File: src/rtl/vector_sweep_ctrl.sv
// Exhaustive input-sweep engine: applies 0..2^N_W-1, settles, samples, MISR-compacts responses.
// Optional response log (2^N_W x OUT_W) built when VSWEEP_LOG_EN is defined.
module vector_sweep_ctrl #(
    parameter int               N_W    = 4,
    parameter int               OUT_W  = 1,
    parameter int               SETTLE = 1,
    parameter int               SIG_W  = 16,
    parameter logic [SIG_W-1:0] POLY   = 16'h8005,
    parameter logic [SIG_W-1:0] SEED   = 16'h0000
) (
    input  logic             CK,
    input  logic             reset,
    input  logic             start,
    input  logic             abort,
    output logic [N_W-1:0]   vec_out,
    output logic             vec_valid,
    input  logic [OUT_W-1:0] dut_out,
    output logic             sample_strobe,
    output logic             busy,
    output logic             done,
    output logic [SIG_W-1:0] signature,
    output logic [N_W:0]     ones_count,
    input  logic [N_W-1:0]   rd_addr,
    output logic [OUT_W-1:0] rd_data
);

    typedef enum logic [2:0] {S_IDLE, S_APPLY, S_SETTLE, S_SAMPLE, S_DONE} state_t;

    state_t     state, state_nxt;
    logic [3:0] cnt;
    logic       last_vec;
    logic       accept;
    logic       do_sample;
    logic [SIG_W-1:0] misr_word;
    logic [SIG_W-1:0] misr_nxt;

    assign last_vec  = &vec_out;
    assign accept    = (state == S_IDLE) && start && !abort;
    assign do_sample = (state == S_SAMPLE) && !abort;
    assign misr_word = SIG_W'({vec_out, dut_out});
    assign misr_nxt  = (signature << 1) ^ (signature[SIG_W-1] ? POLY : '0) ^ misr_word;

    always_ff @(posedge CK or negedge reset) begin
        if (!reset) state <= S_IDLE;
        else        state <= state_nxt;
    end

    always_comb begin
        state_nxt     = state;
        vec_valid     = 1'b0;
        sample_strobe = 1'b0;
        busy          = 1'b1;
        done          = 1'b0;
        case (state)
            S_IDLE: begin
                busy = 1'b0;
                if (start) state_nxt = S_APPLY;
            end
            S_APPLY: begin
                vec_valid = 1'b1;
                state_nxt = (SETTLE > 0) ? S_SETTLE : S_SAMPLE;
            end
            S_SETTLE: begin
                vec_valid = 1'b1;
                if (cnt == 4'd1) state_nxt = S_SAMPLE;
            end
            S_SAMPLE: begin
                vec_valid     = 1'b1;
                sample_strobe = 1'b1;
                state_nxt     = last_vec ? S_DONE : S_APPLY;
            end
            S_DONE: begin
                done      = 1'b1;
                state_nxt = S_IDLE;
            end
            default: state_nxt = S_IDLE;
        endcase
        // abort wins over every transition, including start in IDLE
        if (abort) state_nxt = S_IDLE;
    end

    always_ff @(posedge CK or negedge reset) begin
        if (!reset) begin
            cnt        <= '0;
            vec_out    <= '0;
            signature  <= SEED;
            ones_count <= '0;
        end else begin
            if (state == S_APPLY)       cnt <= 4'(SETTLE);
            else if (state == S_SETTLE) cnt <= cnt - 4'd1;

            if (accept) begin
                vec_out    <= '0;
                signature  <= SEED;
                ones_count <= '0;
            end else if (do_sample) begin
                signature  <= misr_nxt;
                ones_count <= ones_count + (N_W+1)'(dut_out[0]);
                if (!last_vec) vec_out <= vec_out + 1'b1;
            end
        end
    end

`ifdef VSWEEP_LOG_EN
    logic [2**N_W-1:0][OUT_W-1:0] log_mem;

    always_ff @(posedge CK or negedge reset) begin
        if (!reset) begin
            log_mem <= '0;
            rd_data <= '0;
        end else begin
            if (do_sample) log_mem[vec_out] <= dut_out;
            rd_data <= log_mem[rd_addr];
        end
    end
`else
    logic unused_rd_addr;
    assign unused_rd_addr = ^rd_addr;
    assign rd_data        = '0;
`endif

endmodule
File: config.mk
export PLATFORM = sky130hd
export DESIGN_NAME = vector_sweep_ctrl
export DESIGN_NICKNAME = d
export VERILOG_FILES = /design/src/rtl/vector_sweep_ctrl.sv
export SDC_FILE = /design/constraint.sdc
export NUM_CORES = 1
export LEC_CHECK = 0
export ABC_CLOCK_PERIOD_IN_PS = 1700
export BUFFER_PORTS_ARGS = -buffer_cell sky130_fd_sc_hd__buf_2
export CAP_MARGIN = 20
export CORE_MARGIN = 8
export CORE_UTILIZATION = 49
export CTS_BUF_LIST = sky130_fd_sc_hd__clkbuf_4
export DETAILED_ROUTE_END_ITERATION = 10
export PLACE_DENSITY = 0.83
export SLEW_MARGIN = 20
export SYNTH_ARGS = -nofsm -noshare
export SYNTH_HDL_FRONTEND = slang
export SYNTH_SLANG_ARGS = --single-unit
File: constraint.sdc
create_clock -name CK -period 1.7 [get_ports CK]
set_clock_uncertainty 0.15 [all_clocks]
set_input_delay 0.51 -clock CK [delete_from_list [all_inputs] [get_ports CK]]
set_output_delay 0.51 -clock CK [all_outputs]
set_load 0.02 [all_outputs]
==> results.toml, run 1 <==
[timing]
finalSetupViolCount = 6
fmax_mhz = 507
rsz0062_at_grt = "true"
hold_viol = 0
timing.final.ws_setup_ns = -0.272
maxSlewViolCount = 0
fin_crit_ns = 1.97
period_share = 1.16
hold-worst-slack_ns = 0.300

[floorplan]
row_count = 20
core_area_sq_um = 3030
start_util = 0.514
dieHeight_um = 72.4
die_w_um = 72.4
dieArea_sq_um = 5240
ios = 39

[setup_path]
slowest_delay_ns = 0.43
worstPathRequired_ns = 1.04
path_cells = "or3_4, buf_6"
worstPathMaxFanout = 4
critPathSlowestCell = "dfrtp_1"
cpLargestDelayFamily = "flip-flops"
critPathBufInv = 1
crit_path_start_kind = "flop"
worstReg2RegEnd = "ones_count[4]$_DFFE_PN0P_"
r2r_start = "state[2]$_DFFE_PN0P_"
rrSetupSlack_ns = 0
r2r_cells = 5
worst_setup_path_end_kind = "output port"
crit_type = "flop to output port"
arrival_ns = 1.31

[global_route]
antenna_found_initial = 0
grt_first_pass_wirelength_um = 6670
grt_pass1_vias = 1442
grt_start_max_net_pins = 20
overflow = 0
grt_usage = 0.161

[min_path]
hold_path_depth = 3
min-delay-start = "abort"
hold_end = "state[1]$_DFFE_PN0P_"
hold_path_class = "primary input to flop"

[power]
sw_frac_of_total = 0.336
clkPwrFrac = 0.233
power.density_nw_per_um2 = 1170
comb_power_share = 0.400
power.total_w = 0.00256
net-switching-power_w = 0.000862
internal_power_w = 0.00170
p_seq_frac = 0.366
ir_drop_v = 0.000899
leakage_nw = 1.04

[cells_and_area]
final_util = 0.725
diodes = 0
area_growth_pct = 41.0
fin_cells = 252
drive_above_1_share = 0.442
final_nets = 221

[clocking]
cts-htree-levels = 2
cts_buffer_depth = 2
tritoncts = "done"
cts-root-buf = "clkbuf_4"
clkLatencyLatePin_ns = 0.35
clk_pin_slew_ns = 0.10
cts_sinks = 32
cts_made_buffers = 5

[placement]
dpl.hpwl_um = 2740
dp.cells = 232
gp_congestion = 0.818
place_ws_ns = -0.164
port_buffers = 33

[logic_synthesis]
synth_area_leaders = "dfrtp_1 (51%), a22o_1 (6.7%), ha_1 (4.0%)"
syn-cell-area_sq_um = 1560
syn_inst = 148
synthMostInstantiatedCell = "dfrtp_1"
synth_common_cells = "dfrtp_1 (32), a22o_1 (12), a21oi_1 (11)"
ys_types = 36
synth-seq-area-share = 0.514
synth_top_area_share = 0.514
syn_avg_cell_area_sq_um = 10.5
synth_area_leader_cell = "dfrtp_1"
syn_nets = 162
ys_ff_latch = 32
yosys_warnings = 0
synth-edff-count = 0
synth_ff_type = "dfrtp_1"
ys_async_sr_fraction = 1.00

[route]
drt-initial-drc-count = 90
avgRoutedWirePerCell_um = 17.6
dr.pass1.iters = 4
dr_total_vias = 1433
drt_wl_total_um = 4430
postRouteAntennaNets = 0
drc = 0
avgViaCountPerCell = 5.69

[status]
status = "finished, violations left"
violations = "negative setup slack"

[job]
cap_violations = 0
==> power groups by stage <==
stage          sequential, W  clock (W)  combinational (W)
3_3_place_gp        0.000930          0           0.000740
2_1_floorplan       0.000957          0           0.000473
5_1_grt             0.000948   0.000631            0.00111
4_1_cts             0.000932   0.000601           0.000889
3_5_place_dp        0.000940          0           0.000777
6_report            0.000939   0.000598            0.00103
==> flip-flops by register name, indices dropped and copies added (netlist names) <==
signal and count:
signature 16, state 3, vec_out 4, ones_count 5, cnt 4
==> worst max-delay path by stage <==
stage	start	endpoint	slack, ns	cells after the start
floorplan	vec_out[1]$_DFFE_PN0P_	state[0]$_DFFE_PN0P_	0.02	4
global placement	start	signature[7]$_DFFE_PN0P_	-0.10	4
detailed placement	start	signature[11]$_DFFE_PN0P_	-0.16	4
CTS	state[2]$_DFFE_PN0P_	busy	-0.28	2
global route	state[0]$_DFFE_PN0P_	vec_valid	-0.30	4
finish	state[2]$_DFFE_PN0P_	busy	-0.27	2
==> area by class of cell <==
| class | instances | area (sq um) |
|---|---|---|
| Inverter | 7 | 26.3 |
| Timing Repair Buffer | 62 | 493 |
| Clock inverter | 2 | 35.0 |
| Clock buffer | 6 | 45.0 |
| Fill cell | 211 | 832 |
| Sequential cell | 32 | 808 |
| Multi-Input combinational cell | 99 | 733 |
| Tap cell | 44 | 55.1 |
==> per-stage QoR <==
stage                     setup TNS, ns  cell area (sq um)
after floorplan                       0               1570
after global placement            -1.17               1900
after detailed placement          -1.98               1900
after CTS                        -0.901               2080
after global routing              -1.46               2200
final                            -0.890               2200
==> routing by layer <==
metal	up-vias	global-route usage	wire [um]
met3	11	0.0399	204
met1	720	0.171	1730
met5	-	0	0
li1	655	-	-
met2	47	0.291	2400
met4	0	0.0733	93
==> kinds of logic after synthesis <==
family                   share of synthesized area
XOR/XNOR                                    0.0394
AO/OA/AOI/OAI                                0.184
other                                      0.00241
buffers and inverters                       0.0538
multiplexers                                0.0137
AND/OR/NAND/NOR                              0.153
flip-flops                                   0.514
adder cells (fa/ha/maj)                     0.0402
==> worst min-delay path, cell delays in order <==
cell and delay, ns:
buf_2 0.10, buf_4 0.12, nor3_1 0.05
==> cell usage in the layout, fill, tap and decap left out, types with 3 or more instances in the layout <==
cell      netlist  layout
nand2_1         6       6
nor3_1          4       4
ha_1            5       4
o21ai_0         6       6
a21oi_2         0       3
nand3_1         5       5
a21oi_1        11       8
clkbuf_4        0       6
buf_2           7      27
nor2_1          6       4
dfrtp_2         0       6
a22o_1         12      12
buf_12          0       3
inv_1           5       5
dfrtp_1        32      26
buf_6           0      10
buf_4           3      20
xnor2_1         6       6
or3_1           8       7
o22ai_1         7       7
==> timing repair <==
action	4_1_cts	5_1_grt
resized for setup	20	15
setup endpoints to repair	19	30
pin swaps	0	2
cloned	0	1
hold buffers	1	0
buffers inserted	3	7
hold endpoints to repair	13	0
No activity file was read; power rests on OpenSTA's default activity.
==> run 2, diff against run 1 <==
--- a/config.mk
+++ b/config.mk
@@ -12,6 +12,7 @@
 export CORE_UTILIZATION = 49
 export CTS_BUF_LIST = sky130_fd_sc_hd__clkbuf_4
 export DETAILED_ROUTE_END_ITERATION = 10
+export GPL_TIMING_DRIVEN = 0
 export PLACE_DENSITY = 0.83
 export SLEW_MARGIN = 20
 export SYNTH_ARGS = -nofsm -noshare
==> results.toml, run 2 (synthesis gave the netlist of run 1 again) <==
[clocking]
hold_buffers = 0
clk_pin_slew_ns = 0.11
cts-htree-levels = 2
cts-root-buf = "clkbuf_4"
clkLatencyLatePin_ns = 0.35
cts_made_buffers = 5
cts_buffer_depth = 2
cts_sinks = 32
tritoncts = "done"

[timing]
timing.final.ws_setup_ns = -0.384
slew_headroom = 0.535
fin_setup_tns_ns = -1.63
period_share = 1.23
worstMarginPinSlew_ns = 0.697
fmax_mhz = 480
maxSlewViolCount = 0
hold_viol = 0
rsz0062_at_grt = "true"
fin_crit_ns = 2.08
hold-worst-slack_ns = 0.0457
finalSetupViolCount = 12

[floorplan]
core_area_sq_um = 3030
start_util = 0.514
row_count = 20
die_w_um = 72.4
dieArea_sq_um = 5240
dieHeight_um = 72.4
ios = 39

[cells_and_area]
largest_register_ffs = 16
largest_registers = "signature: 16 flops, ones_count: 5 flops"
fin_cells = 254
area_growth_pct = 43.7
final_cell_mix = "buf_2 (29), dfrtp_1 (27), buf_4 (20)"
top_register = "signature"
final_nets = 223
diodes = 0
drive_above_1_share = 0.510
layout_commonest_cell = "buf_2"

[setup_path]
worstPathMaxFanout = 4
worstPathRequired_ns = 1.04
crit_path_start_kind = "flop"
crit_type = "flop to output port"
arrival_ns = 1.42
worst_setup_path_end_kind = "output port"
rrSetupSlack_ns = -0.08

[power]
ir_drop_v = 0.000759
leakage_nw = 1.05
power.density_nw_per_um2 = 1130

[route]
avgRoutedWirePerCell_um = 19.2
drt-initial-drc-count = 123
drc = 0
dr.pass1.iters = 4
avgViaCountPerCell = 5.87
drt_wl_total_um = 4890
dr_total_vias = 1492
postRouteAntennaNets = 0

[status]
status = "finished, violations left"
violations = "negative setup slack"

[placement]
dpl.hpwl_um = 2710
port_buffers = 33
gp_congestion = 0.804
place_ws_ns = -0.227
dp.cells = 225

[global_route]
antenna_found_initial = 0
overflow = 0
grt_start_max_net_pins = 33
grt_first_pass_wirelength_um = 6740
grt_pass1_vias = 1439
grt_usage = 0.164

[min_path]
hold_path_class = "primary input to asynchronous set/reset pin"

[job]
cap_violations = 0
==> run 2: cell types whose count changed in the layout (fill, tap and decap cells not counted), moves of 2 or more <==
cell,delta
buf_12,-3
or3_1,-3
nor3_1,-2
or3_4,+3
o21ai_0,-3
o21ai_1,+2
buf_2,+2
buf_6,+4
==> run 2: area by class of cell <==
cell class,count,area (sq um)
inverters,7,31.3
clock buffers,5,37.5
multi-input cells,99,826
clock inverters,3,13.8
repair buffers,56,378
flip-flops and latches,32,807
plain buffers,8,90.1
fillers,203,790
well taps,44,55.1
==> run 2: worst max-delay path: stages (launching register included) <==
cell	delay (ns)
dfrtp_1	0.42
buf_6	0.14
or3_4	0.38
buf_6	0.14
==> run 2: where the power goes <==
part / switching, W / leakage, nW / internal, W
logic: 0.000589 / 0.587 / 0.000572
clock network: 0.000277 / 0.0324 / 0.000151
registers: 0.0000924 / 0.432 / 0.000843
total: 0.000959 / 1.05 / 0.00157
==> run 2: final timing paths <==
kind	cells after the start	endpoint	startpoint
worst max-delay path	3	busy	state[2]$_DFFE_PN0P_
worst min-delay path	1	ones_count[1]$_DFFE_PN0P_	reset
worst max register to register	6	signature[3]$_DFFE_PN0P_	state[1]$_DFFE_PN0P_
worst min register to register	1	signature[13]$_DFFE_PN0P_	signature[13]$_DFFE_PN0P_
max in group asynchronous	1	vec_out[2]$_DFFE_PN0P_	reset
min in group CK	2	state[1]$_DFFE_PN0P_	abort
==> run 2: what timing repair did <==
item | CTS | global route
resized for setup | 24 | 48
pin swaps | 4 | 11
endpoints found under the setup margin | 7 | 31
buffers inserted | 15 | 6
cloned | 0 | 2
==> run 2: metal layers <==
layer,vias to the layer above,GRT usage,part of all wire
li1,660,-,-
met1,732,0.176,0.37
met2,77,0.275,0.52
met3,23,0.0551,0.069
met4,0,0.0978,0.046
met5,-,0,0
==> run 2: metrics by stage <==
| step | util | cell area (sq um) | total power (W) |
|---|---|---|---|
| floorplan | - | 1570 | 0.00143 |
| global placement | 0.591 | 1790 | 0.00158 |
| detailed placement | 0.591 | 1790 | 0.00163 |
| CTS | 0.667 | 2020 | 0.00230 |
| global route | 0.739 | 2240 | 0.00264 |
| finish | 0.739 | 2240 | 0.00253 |
